## src/rtl/wb_arbiter.sv

```systemverilog
// Round-robin Wishbone multi-master arbiter with a watchdog that terminates unacknowledged cycles.
// Optional macro WB_ARB_LOCK_EN adds m_LOCK so one master can keep the bus across back-to-back cycles.
module wb_arbiter #(
  parameter int          N_MASTERS = 2,
  parameter int          TIMEOUT   = 255,
  parameter logic [31:0] ERR_DATA  = 32'hDEAD_BEEF
) (
  input  logic                    clk,
  input  logic                    RSTN,
  input  logic [N_MASTERS-1:0]    m_STB,
  input  logic [N_MASTERS-1:0]    m_WE,
  input  logic [32*N_MASTERS-1:0] m_ADDR,
  input  logic [32*N_MASTERS-1:0] m_DAT_I,
`ifdef WB_ARB_LOCK_EN
  input  logic [N_MASTERS-1:0]    m_LOCK,
`endif
  output logic [N_MASTERS-1:0]    m_ACK,
  output logic [N_MASTERS-1:0]    m_ERR,
  output logic [31:0]             m_DAT_O,
  output logic                    bus_STB,
  output logic                    bus_WE,
  output logic [31:0]             bus_ADDR,
  output logic [31:0]             bus_DAT_O,
  input  logic [31:0]             bus_DAT_I,
  input  logic                    bus_ACK,
  output logic [1:0]              grant,
  output logic [7:0]              timeout_cnt
);

  typedef enum logic [1:0] {IDLE, BUSY, RELEASE} state_t;

  localparam logic [15:0] WD_LAST = 16'(TIMEOUT - 1);

  state_t               state;
  logic [15:0]          watchdog;
  logic [N_MASTERS-1:0] grant_oh;
  logic [1:0]           winner;
  logic                 found;
  int                   best_dist;
  logic                 lock_hold;
  logic [1:0]           next_owner;
  logic                 start;
  logic                 sel_we;
  logic [31:0]          sel_addr;
  logic [31:0]          sel_dat;

  always_comb begin
    grant_oh = '0;
    for (int i = 0; i < N_MASTERS; i++) begin
      if (grant == 2'(i)) grant_oh[i] = 1'b1;
    end
  end

  // Distance from the last owner decides priority; the last owner itself ranks last.
  always_comb begin
    winner    = grant;
    best_dist = N_MASTERS;
    for (int i = 0; i < N_MASTERS; i++) begin
      if (m_STB[i] && (((i + 2*N_MASTERS - int'(grant) - 1) % N_MASTERS) < best_dist)) begin
        best_dist = (i + 2*N_MASTERS - int'(grant) - 1) % N_MASTERS;
        winner    = 2'(i);
      end
    end
    found = (best_dist < N_MASTERS);
  end

`ifdef WB_ARB_LOCK_EN
  logic lock_active;

  assign lock_hold = lock_active && (|(m_LOCK & m_STB & grant_oh));

  // Lock is armed from m_LOCK at release and survives only while the owner keeps requesting.
  always_ff @(posedge clk or negedge RSTN) begin
    if (!RSTN) begin
      lock_active <= 1'b0;
    end else if (state == RELEASE) begin
      lock_active <= |(m_LOCK & grant_oh);
    end else if (state == IDLE) begin
      lock_active <= lock_hold;
    end
  end
`else
  assign lock_hold = 1'b0;
`endif

  assign next_owner = lock_hold ? grant : winner;
  assign start      = lock_hold | found;

  always_comb begin
    sel_we   = 1'b0;
    sel_addr = '0;
    sel_dat  = '0;
    for (int i = 0; i < N_MASTERS; i++) begin
      if (next_owner == 2'(i)) begin
        sel_we   = m_WE[i];
        sel_addr = m_ADDR[32*i +: 32];
        sel_dat  = m_DAT_I[32*i +: 32];
      end
    end
  end

  always_ff @(posedge clk or negedge RSTN) begin
    if (!RSTN) begin
      state       <= IDLE;
      m_ACK       <= '0;
      m_ERR       <= '0;
      m_DAT_O     <= '0;
      bus_STB     <= 1'b0;
      bus_WE      <= 1'b0;
      bus_ADDR    <= '0;
      bus_DAT_O   <= '0;
      grant       <= 2'(N_MASTERS - 1);
      timeout_cnt <= '0;
      watchdog    <= '0;
    end else begin
      case (state)
        IDLE: begin
          m_ACK <= '0;
          m_ERR <= '0;
          if (start) begin
            grant     <= next_owner;
            bus_STB   <= 1'b1;
            bus_WE    <= sel_we;
            bus_ADDR  <= sel_addr;
            bus_DAT_O <= sel_dat;
            state     <= BUSY;
          end
        end
        // A real acknowledge takes precedence over a watchdog expiry in the same cycle.
        BUSY: begin
          if (bus_ACK) begin
            m_ACK   <= grant_oh;
            m_DAT_O <= bus_DAT_I;
            bus_STB <= 1'b0;
            state   <= RELEASE;
          end else if (watchdog == WD_LAST) begin
            m_ACK   <= grant_oh;
            m_ERR   <= grant_oh;
            m_DAT_O <= ERR_DATA;
            bus_STB <= 1'b0;
            if (timeout_cnt != 8'hFF) timeout_cnt <= timeout_cnt + 8'd1;
            state   <= RELEASE;
          end else begin
            watchdog <= watchdog + 16'd1;
          end
        end
        RELEASE: begin
          m_ACK    <= '0;
          m_ERR    <= '0;
          watchdog <= '0;
          state    <= IDLE;
        end
        default: state <= IDLE;
      endcase
    end
  end

endmodule
```

## config.mk

```make
export PLATFORM = sky130hd
export DESIGN_NAME = wb_arbiter
export DESIGN_NICKNAME = d
export VERILOG_FILES = /design/src/rtl/wb_arbiter.sv
export SDC_FILE = /design/constraint.sdc
export NUM_CORES = 1
export LEC_CHECK = 0
export CAP_MARGIN = 40
export CORE_ASPECT_RATIO = 0.7
export CORE_UTILIZATION = 46
export CTS_CLUSTER_DIAMETER = 200
export DETAILED_ROUTE_END_ITERATION = 8
export HOLD_SLACK_MARGIN = 0.08
export PLACE_DENSITY = 0.83
export SLEW_MARGIN = 20
export SYNTH_ARGS = -nofsm -noshare
export SYNTH_HDL_FRONTEND = slang
export SYNTH_SLANG_ARGS = --single-unit
```

## constraint.sdc

```tcl
create_clock -name clk -period 3.3 [get_ports clk]
set_input_delay 0.66 -clock clk [delete_from_list [all_inputs] [get_ports clk]]
set_output_delay 0.66 -clock clk [all_outputs]
set_load 0.005 [all_outputs]
```

=== Yosys cells after proc, flatten, opt, wreduce, memory -nomap -nowiden ===
Cells that the tools add are included.

* Output and inout port bits: 112
* Logic and storage cells: 82
* Register bits after elaboration: 130
* Input bits: 167

* Equal/unequal tests: 11
* Add/subtract/negate cells: 6
* Mux-type cells: 30
* Magnitude comparators: 3
* Bitwise gates (word level): 3
* Reductions and logical operators: 18

{| class="wikitable"
|+ Operator list
! cell !! count
|-
| $mux 32 || 8
|-
| $lt 2x32->1 || 1
|-
| $lt 32x3->1 const B || 1
|-
| $mux 16 || 2
|-
| $pmux 16 s2 || 1
|-
| $add 16x1->16 const B || 1
|-
| $eq 16x8->1 const B || 1
|-
| $mux 2 || 8
|-
| $pmux 2 s2 || 3
|-
| $sub 4x2->5 const B || 2
|-
| $reduce_and 3->1 || 3
|-
| $add 8x1->8 const B || 1
|-
| $ne 2x2->1 const B || 4
|-
| $ne 8x8->1 const B || 1
|-
| $reduce_and 2->1 || 4
|-
| $reduce_bool 2->1 || 4
|-
| $sub 3x2->4 const A || 2
|-
| $mux 1 || 7
|-
| $eq 2x1->1 const B || 3
|-
| $logic_not 2->1 || 3
|-
| $reduce_and 4->1 || 1
|-
| $lt 2x3->1 const B || 1
|-
| $ne 3x3->1 const B || 1
|-
| $and 1x1->1 || 2
|-
| 5 further kinds || 6
|}

=== Logic depth before layout (Yosys ltp) ===
Gate-level depths: netlist of the first run.

* Depth after elaboration: 12
* Gate-level depth with buffers: 8
* Mapped depth without buffers: 7

=== Worst setup path before layout of the first run ===
Ideal clock, no wire load.

* Path kind: input-to-reg
* Start point: input port m_STB[0]
* End point: register bus_ADDR[0]
* Data arrival time: 2.360 ns
* Setup slack: 0.825 ns
* Stages: 7
* Path buffers: 3
* Data required time: 3.184 ns
* Library setup time: 0.116 ns
* Path through: clkbuf_1 > ha_1 > a2111oi_0 > clkbuf_1 > buf_1 > o211ai_1 > o311ai_0

* Word-level cells in the longest chain between the ends: 8
* Elaborated cells between the ends (all ways): 13
* Those cells by class: order compare (2); eq/ne (1); mux (6); reduce/logical (4)

{| class="wikitable"
|+ RTL lines
! what !! RTL line !! source
|-
| start, declared || 10 || <nowiki>input logic [N_MASTERS-1:0] m_STB,</nowiki>
|-
| $logic_and 1x1->1 (*) || 59 || <nowiki>if (m_STB[i] && (((i + 2*N_MASTERS - int'(grant) - 1) % N_MASTERS) < best_dist)) begin</nowiki>
|-
| branches (longest 7 deep; another with $lt 2x32->1) || n/a ||
|-
| end signal, assigned || 124 || <nowiki>bus_ADDR <= sel_addr;</nowiki>
|-
| end, declared || 22 || <nowiki>output logic [31:0] bus_ADDR,</nowiki>
|}

Mark *: on every way between the ends.
A chain may end at the register's enable or synchronous reset.

=== Worst setup path in the final report of the first run ===
* Start point: register watchdog[0]
* End point: register m_DAT_O[16]

* Word-level cells in the longest chain between the ends: 3

{| class="wikitable"
|+ RTL lines
! what !! RTL line !! source
|-
| start, declared || 35 || <nowiki>logic [15:0] watchdog;</nowiki>
|-
| start signal, assigned || 144 || <nowiki>watchdog <= watchdog + 16'd1;</nowiki>
|-
| $eq 16x8->1 || 136 || <nowiki>end else if (watchdog == WD_LAST) begin</nowiki>
|-
| $reduce_bool 2->1 (no line) || n/a ||
|-
| $reduce_and 2->1 (no line) || n/a ||
|-
| end signal, assigned || 133 || <nowiki>m_DAT_O <= bus_DAT_I;</nowiki>
|-
| end, declared || 19 || <nowiki>output logic [31:0] m_DAT_O,</nowiki>
|}

No other way between the ends.

==> reports/results.ini, run 1 <==
[power]
leakagePower_nw=4.020
irDropWorstVdd_mv=0.3387
p_per_area_nw_per_um2=754.8

[global_route]
grt_max_degree=67
grt_antenna_before_repair=0
grt_overflow=0
gr-usage-all-layers_pct=29.22
grt_pass1_wl_um=32550
grt_pass1_vias=6482

[worst_hold_path]
hold_path.class=primary input to asynchronous set/reset pin

[synthesis]
synth.distinct_cells=49
syn-mean-instance-area_um2=10.00
async_reset_ff_share_pct=100.0
synth_ff_type=dfrtp_1
syn_inst=638
synth_edf_count=0
ys_ff_latch=130
yosysSeqAreaShare_pct=51.01
yosysWarningCount=0
synth_area_um2=6380

[route]
avgRoutedWirePerCell_um=19.53
drt_first_pass_iters=5
drtIter0Drc=507
ant_nets=0
routed_wirelength_um=21170
num_vias=6478
vias_per_cell=5.976
drcViolationCount=0

[worst_setup_path]
path_max_fanout=25
required_ns=3.58
arrival_ns=3.01
rr_worst_depth=7
endpoint_kind=register
cp_cell_sequence=inv_1, ha_1, and4b_1, and4_1, o21ai_1, inv_2, o22a_1
cp_slowest_cell=o21ai_1
rr_endpoint=m_DAT_O[16]$_DFFE_PN0P_
start_kind=register
max_stage_delay_ns=0.64
reg2reg_from=watchdog[0]$_DFFE_PN0P_
r2r_slack_ns=0.57
crit_type=register to register

[cells_and_area]
fin_cells=1084
post-route-util_pct=74.41
regArea_um2=3254
fillCellCount=892
antenna_cells=0
fin_nets=1058
drive_above_1_share_pct=6.007
synthToLayoutAreaGrowth_pct=55.78
multi_input_area_um2=2635

[clock_tree]
cts.clk_slew.worst_paths_ns=0.06
numCtsBuffers=17
htreeDepth=4
cts_root_buf=clkbuf_16
post_cts_resized=0
clock_sinks=130
clock_latency_ns=0.41
cts_setup_buffers=0
cts_max_path_buffers=2
cts_tree=done
cts_hold_buf=0

[timing]
finalCriticalPeriod_ns=2.728
finalSetupTns_ns=0
fin_ws_ns=0.5720
drv_slew=0
slew-limit-headroom_pct=44.47
finalHoldViolCount=0
finalSetupViolations=0
finalCritPeriodShare_pct=82.67
skew_ns=0.008189
worst_pin_slew_ns=0.8313
fmaxAchievable_mhz=366.6
rsz0062_at_grt=false

[placement]
hpwl_um=14530
port-buffer-count=278
dp.cells=1052
gp_congestion=0.8378
dp_slack_ns=0.2920

[floorplanning]
die_h_um=100.5
rows=35
fp.dieW_um=142.8
die_area_um2=14350
initial_core_util_pct=47.77
io_pins=279
core_area_um2=13360

[flow_run]
cap_violations=0

[run_status]
outcome=complete, no violations

[flip-flops by register name, summed over array words and instances, names as in the netlist]
signal,cells
bus_ADDR,32
bus_DAT_O,32
m_DAT_O,32
watchdog,16
timeout_cnt,8
grant,2
m_ACK,2
m_ERR,2
state,2
bus_STB,1
bus_WE,1
[cell type report]
class                           count  share of cell area [%]
Sequential cell                   130                   32.75
Clock buffer                       20                   4.595
Inverter                           73                   2.757
Multi-Input combinational cell    373                   26.51
Timing Repair Buffer              291                   29.71
Tap cell                          185                   2.329
Clock inverter                     12                   1.347
[through the flow]
step	hold slack (ns)	power (mW)	area [um^2]
global route	0.3324	7.891	9938
finish	0.2922	7.502	9938
detailed placement	0.4807	5.623	9348
global placement	0.4651	5.459	9328
CTS	0.3166	7.518	9938
floorplan	0.3644	3.725	6384
[synth_stat cells, types with 2 or more instances]
cell type / number / share of area, %
a21oi_1: 10 / 0.78
a22o_1: 9 / 1.2
and2_1: 5 / 0.49
and3_1: 2 / 0.20
and4_1: 3 / 0.41
buf_1: 5 / 0.29
buf_2: 3 / 0.24
clkbuf_1: 53 / 3.1
conb_1: 2 / 0.12
dfrtp_1: 129 / 51
ha_1: 5 / 0.98
inv_1: 72 / 4.2
mux2i_1: 4 / 0.63
nand2_1: 16 / 0.94
nand2b_1: 3 / 0.29
nand3_1: 9 / 0.71
nand4_1: 10 / 0.98
nor2_1: 7 / 0.41
nor2b_1: 5 / 0.49
nor3_1: 8 / 0.63
nor4_1: 4 / 0.39
o211ai_1: 67 / 7.9
o21ai_0: 70 / 5.5
o22a_1: 24 / 3.3
o22ai_1: 3 / 0.29
o311ai_0: 65 / 8.9
o31ai_1: 7 / 0.82
or3_1: 3 / 0.29
or4_1: 8 / 0.94
xnor2_1: 2 / 0.27
xor2_1: 7 / 0.96
[cell families (layout without fill, tap and decap cells)]
kind of cell / Yosys count / in the layout / synth area share, %
fa+ha+maj: 5 / 5 / 0.9806
flops: 130 / 130 / 51.01
xor+xnor: 9 / 9 / 1.236
other cells: 2 / 3 / 0.1177
mux: 5 / 5 / 0.8041
simple gates: 89 / 89 / 8.021
buf+inv: 136 / 396 / 8.198
compound gates: 262 / 262 / 29.63
[worst max-delay path: cells and delay by family (launching register included)]
family	cells	cell delay (ns)
compound gates	2	0.95
simple gates	2	0.55
buf+inv	2	0.45
flops	1	0.41
fa+ha+maj	1	0.22
[power breakdown]
group,leakage (nW),internal [mW],switching (mW),total [mW]
registers,1.61,2.22,0.404,2.63
clock network,0.286,1.15,0.712,1.87
logic,2.12,1.72,1.28,3.01
total,4.02,5.10,2.40,7.50
[layout by cell type (no fill, tap or decap), types with 4 or more instances in the layout]
master	n
xor2_1	7
o311ai_0	65
clkbuf_16	17
buf_4	8
o31ai_1	7
a22o_1	9
nor2b_1	5
mux2i_1	4
clkdlybuf4s50_1	277
and2_1	4
nor3_1	8
ha_1	5
nand2_1	15
clkinv_4	5
nor4_1	4
a21oi_1	10
nand4_1	10
buf_12	6
nand3_1	9
o21ai_0	70
inv_1	72
dfrtp_1	129
or4_1	8
o211ai_1	67
nor2_1	7
o22a_1	24
[layer usage]
layer	vias to the layer above	track usage, %	part of all wire (%)
met2	375	46.98	48
met3	57	8.504	9.1
met4	0	14.81	3.5
met5	-	0	0
li1	2912	-	-
met1	3134	36.13	40
[worst max-delay path by stage]
stage | endpoint | startpoint | slack [ns] | depth (start not counted)
2_1_floorplan | bus_ADDR[0]$_DFFE_PN0P_ | m_STB[0] | 0.82 | 7
3_3_place_gp | bus_ADDR[0]$_DFFE_PN0P_ | m_STB[0] | 0.42 | 6
3_5_place_dp | bus_ADDR[6]$_DFFE_PN0P_ | m_STB[0] | 0.29 | 6
4_1_cts | m_DAT_O[16]$_DFFE_PN0P_ | watchdog[0]$_DFFE_PN0P_ | 0.60 | 7
5_1_grt | m_DAT_O[12]$_DFFE_PN0P_ | watchdog[0]$_DFFE_PN0P_ | 0.37 | 7
6_report | m_DAT_O[16]$_DFFE_PN0P_ | watchdog[0]$_DFFE_PN0P_ | 0.57 | 7
Note: power is estimated with default switching activity, not from simulation.
==> run 2: changes to the inputs <==
CORE_UTILIZATION = 43   (was 46)
PLACE_DENSITY = 0.78   (was 0.83)
clock period = 2.8 ns   (was 3.3 ns; I/O delays follow)
==> run 2 against run 1 <==
Routed wire length increased by 0.81%. Critical path depth unchanged. Combinational power increased by 20%. Final cell count increased by 1.1%. Highest routed layer unchanged.
==> reports/results.ini, run 2 (synthesis results as in run 1) <==
[floorplanning]
initial_core_util_pct=44.96
core_area_um2=14190
die_area_um2=15340
rows=36
fp.dieW_um=147.6
die_h_um=103.9
io_pins=279

[cells_and_area]
final_cell_mix=clkdlybuf4s50_1, dfrtp_1, inv_1
synthToLayoutAreaGrowth_pct=55.64
antenna_cells=0
top_regs=bus_ADDR: 32 flops, bus_DAT_O: 32 flops, m_DAT_O: 32 flops
fin_nets=1067
fillCellCount=1055
layout_commonest_cell=clkdlybuf4s50_1
drive_above_1_share_pct=6.733

[clock_tree]
cts_tree=done
clock_latency_ns=0.42
clock_sinks=130
cts_setup_buffers=0
htreeDepth=4
post_cts_resized=0
cts_hold_buf=0
cts.clk_slew.worst_paths_ns=0.06
cts_root_buf=clkbuf_16
numCtsBuffers=17
cts_max_path_buffers=2

[placement]
port-buffer-count=278
dp_slack_ns=0.04235
hpwl_um=14750
gp_congestion=0.9355

[worst_hold_path]
hold_path.class=primary input to asynchronous set/reset pin

[power]
leakagePower_nw=4.022
irDropWorstVdd_mv=0.5338
p_per_area_nw_per_um2=870.5

[worst_setup_path]
cp_slowest_cell=clkdlybuf4s50_1
endpoint_kind=register
path_max_fanout=63
max_stage_delay_ns=0.52
arrival_ns=2.65
required_ns=3.05
start_kind=primary input
cp_cell_sequence=clkdlybuf4s50_1, ha_1, a2111oi_2, buf_4, buf_12, o211ai_1, o311ai_0
crit_type=primary input to register

[route]
drt_first_pass_iters=5
drcViolationCount=0
num_vias=6387
met2_length_um=10340
drtIter0Drc=454
highest_layer=met4
avgRoutedWirePerCell_um=19.47
met3WireLength_um=1401
drt-met1-wl_um=8969
vias_per_cell=5.828
ant_nets=0
routed_wirelength_um=21340

[timing]
skew_ns=0.006773
finalSetupTns_ns=0
slew-limit-headroom_pct=55.75
finalSetupViolations=0
fmaxAchievable_mhz=418.0
finalCritPeriodShare_pct=85.44
finalCriticalPeriod_ns=2.392
finalHoldViolCount=0
worst_pin_slew_ns=0.6638
drv_slew=0
rsz0062_at_grt=false
fin_ws_ns=0.4075

[global_route]
grt_pass1_wl_um=34510
grt_overflow=0
grt_pass1_vias=6489
gr-usage-all-layers_pct=28.48
grt_max_degree=90
grt_antenna_before_repair=0

[flow_run]
cap_violations=0

[run_status]
outcome=complete, no violations

run 2: through the flow:
stage / cell area, um^2 / std cells / hold WS (ns) / utilization, % / power [mW]
after global routing: 9930 / 1096 / 0.1934 / 69.98 / 9.145
after detailed placement: 9402 / 1065 / 0.4913 / 66.26 / 6.677
after global placement: 9402 / 1065 / 0.4641 / 66.26 / 6.527
after CTS: 9922 / 1095 / 0.2049 / 69.93 / 8.674
final: 9930 / 1096 / 0.1578 / 69.98 / 8.644
after floorplan: 6384 / 639 / 0.2644 / - / 4.390
run 2: critical path: cells and delay by family:
family          cells  cell delay (ns)
fa+ha+maj           1             0.36
compound gates      3             0.69
buf+inv             3             1.00
run 2: cell type report:
cell class                      instances  area [um^2]  share of cell area (%)
Clock buffer                           20        456.7                   4.599
Clock inverter                         10        63.81                  0.6426
Inverter                               73        274.0                   2.760
Multi-Input combinational cell        373         2635                   26.54
Sequential cell                       130         3254                   32.77
Tap cell                              190        237.7                   2.394
Timing Repair Buffer                  300         3008                   30.29
run 2: per-layer routing:
layer  vias up  GRT usage, %
li1       2918             -
met1      3146         37.28
met2       279         45.75
met3        44         6.228
met4         0         11.78
met5         -             0
run 2: path summary, 6_finish.rpt:
| check | startpoint | endpoint | depth (start not counted) | slack [ns] |
|---|---|---|---|---|
| worst min register to register | bus_STB$_DFFE_PN0P_ | bus_STB$_DFFE_PN0P_ | 1 | 0.49 |
| max in group asynchronous | RSTN | bus_ADDR[1]$_DFFE_PN0P_ | 2 | 2.17 |
| worst min-delay path | RSTN | m_DAT_O[7]$_DFFE_PN0P_ | 2 | 0.16 |
| worst max register to register | state[1]$_DFFE_PN0P_ | watchdog[11]$_DFFE_PN0P_ | 4 | 0.58 |
| worst max-delay path | m_STB[0] | bus_DAT_O[12]$_DFFE_PN0P_ | 7 | 0.41 |
| min in group clk | bus_STB$_DFFE_PN0P_ | bus_STB$_DFFE_PN0P_ | 1 | 0.49 |
run 2: power breakdown:
group	total (mW)	internal, mW	switching [mW]	leakage [nW]
combinational	3.60	2.06	1.54	2.16
clock	1.97	1.16	0.814	0.249
sequential	3.07	2.62	0.451	1.61
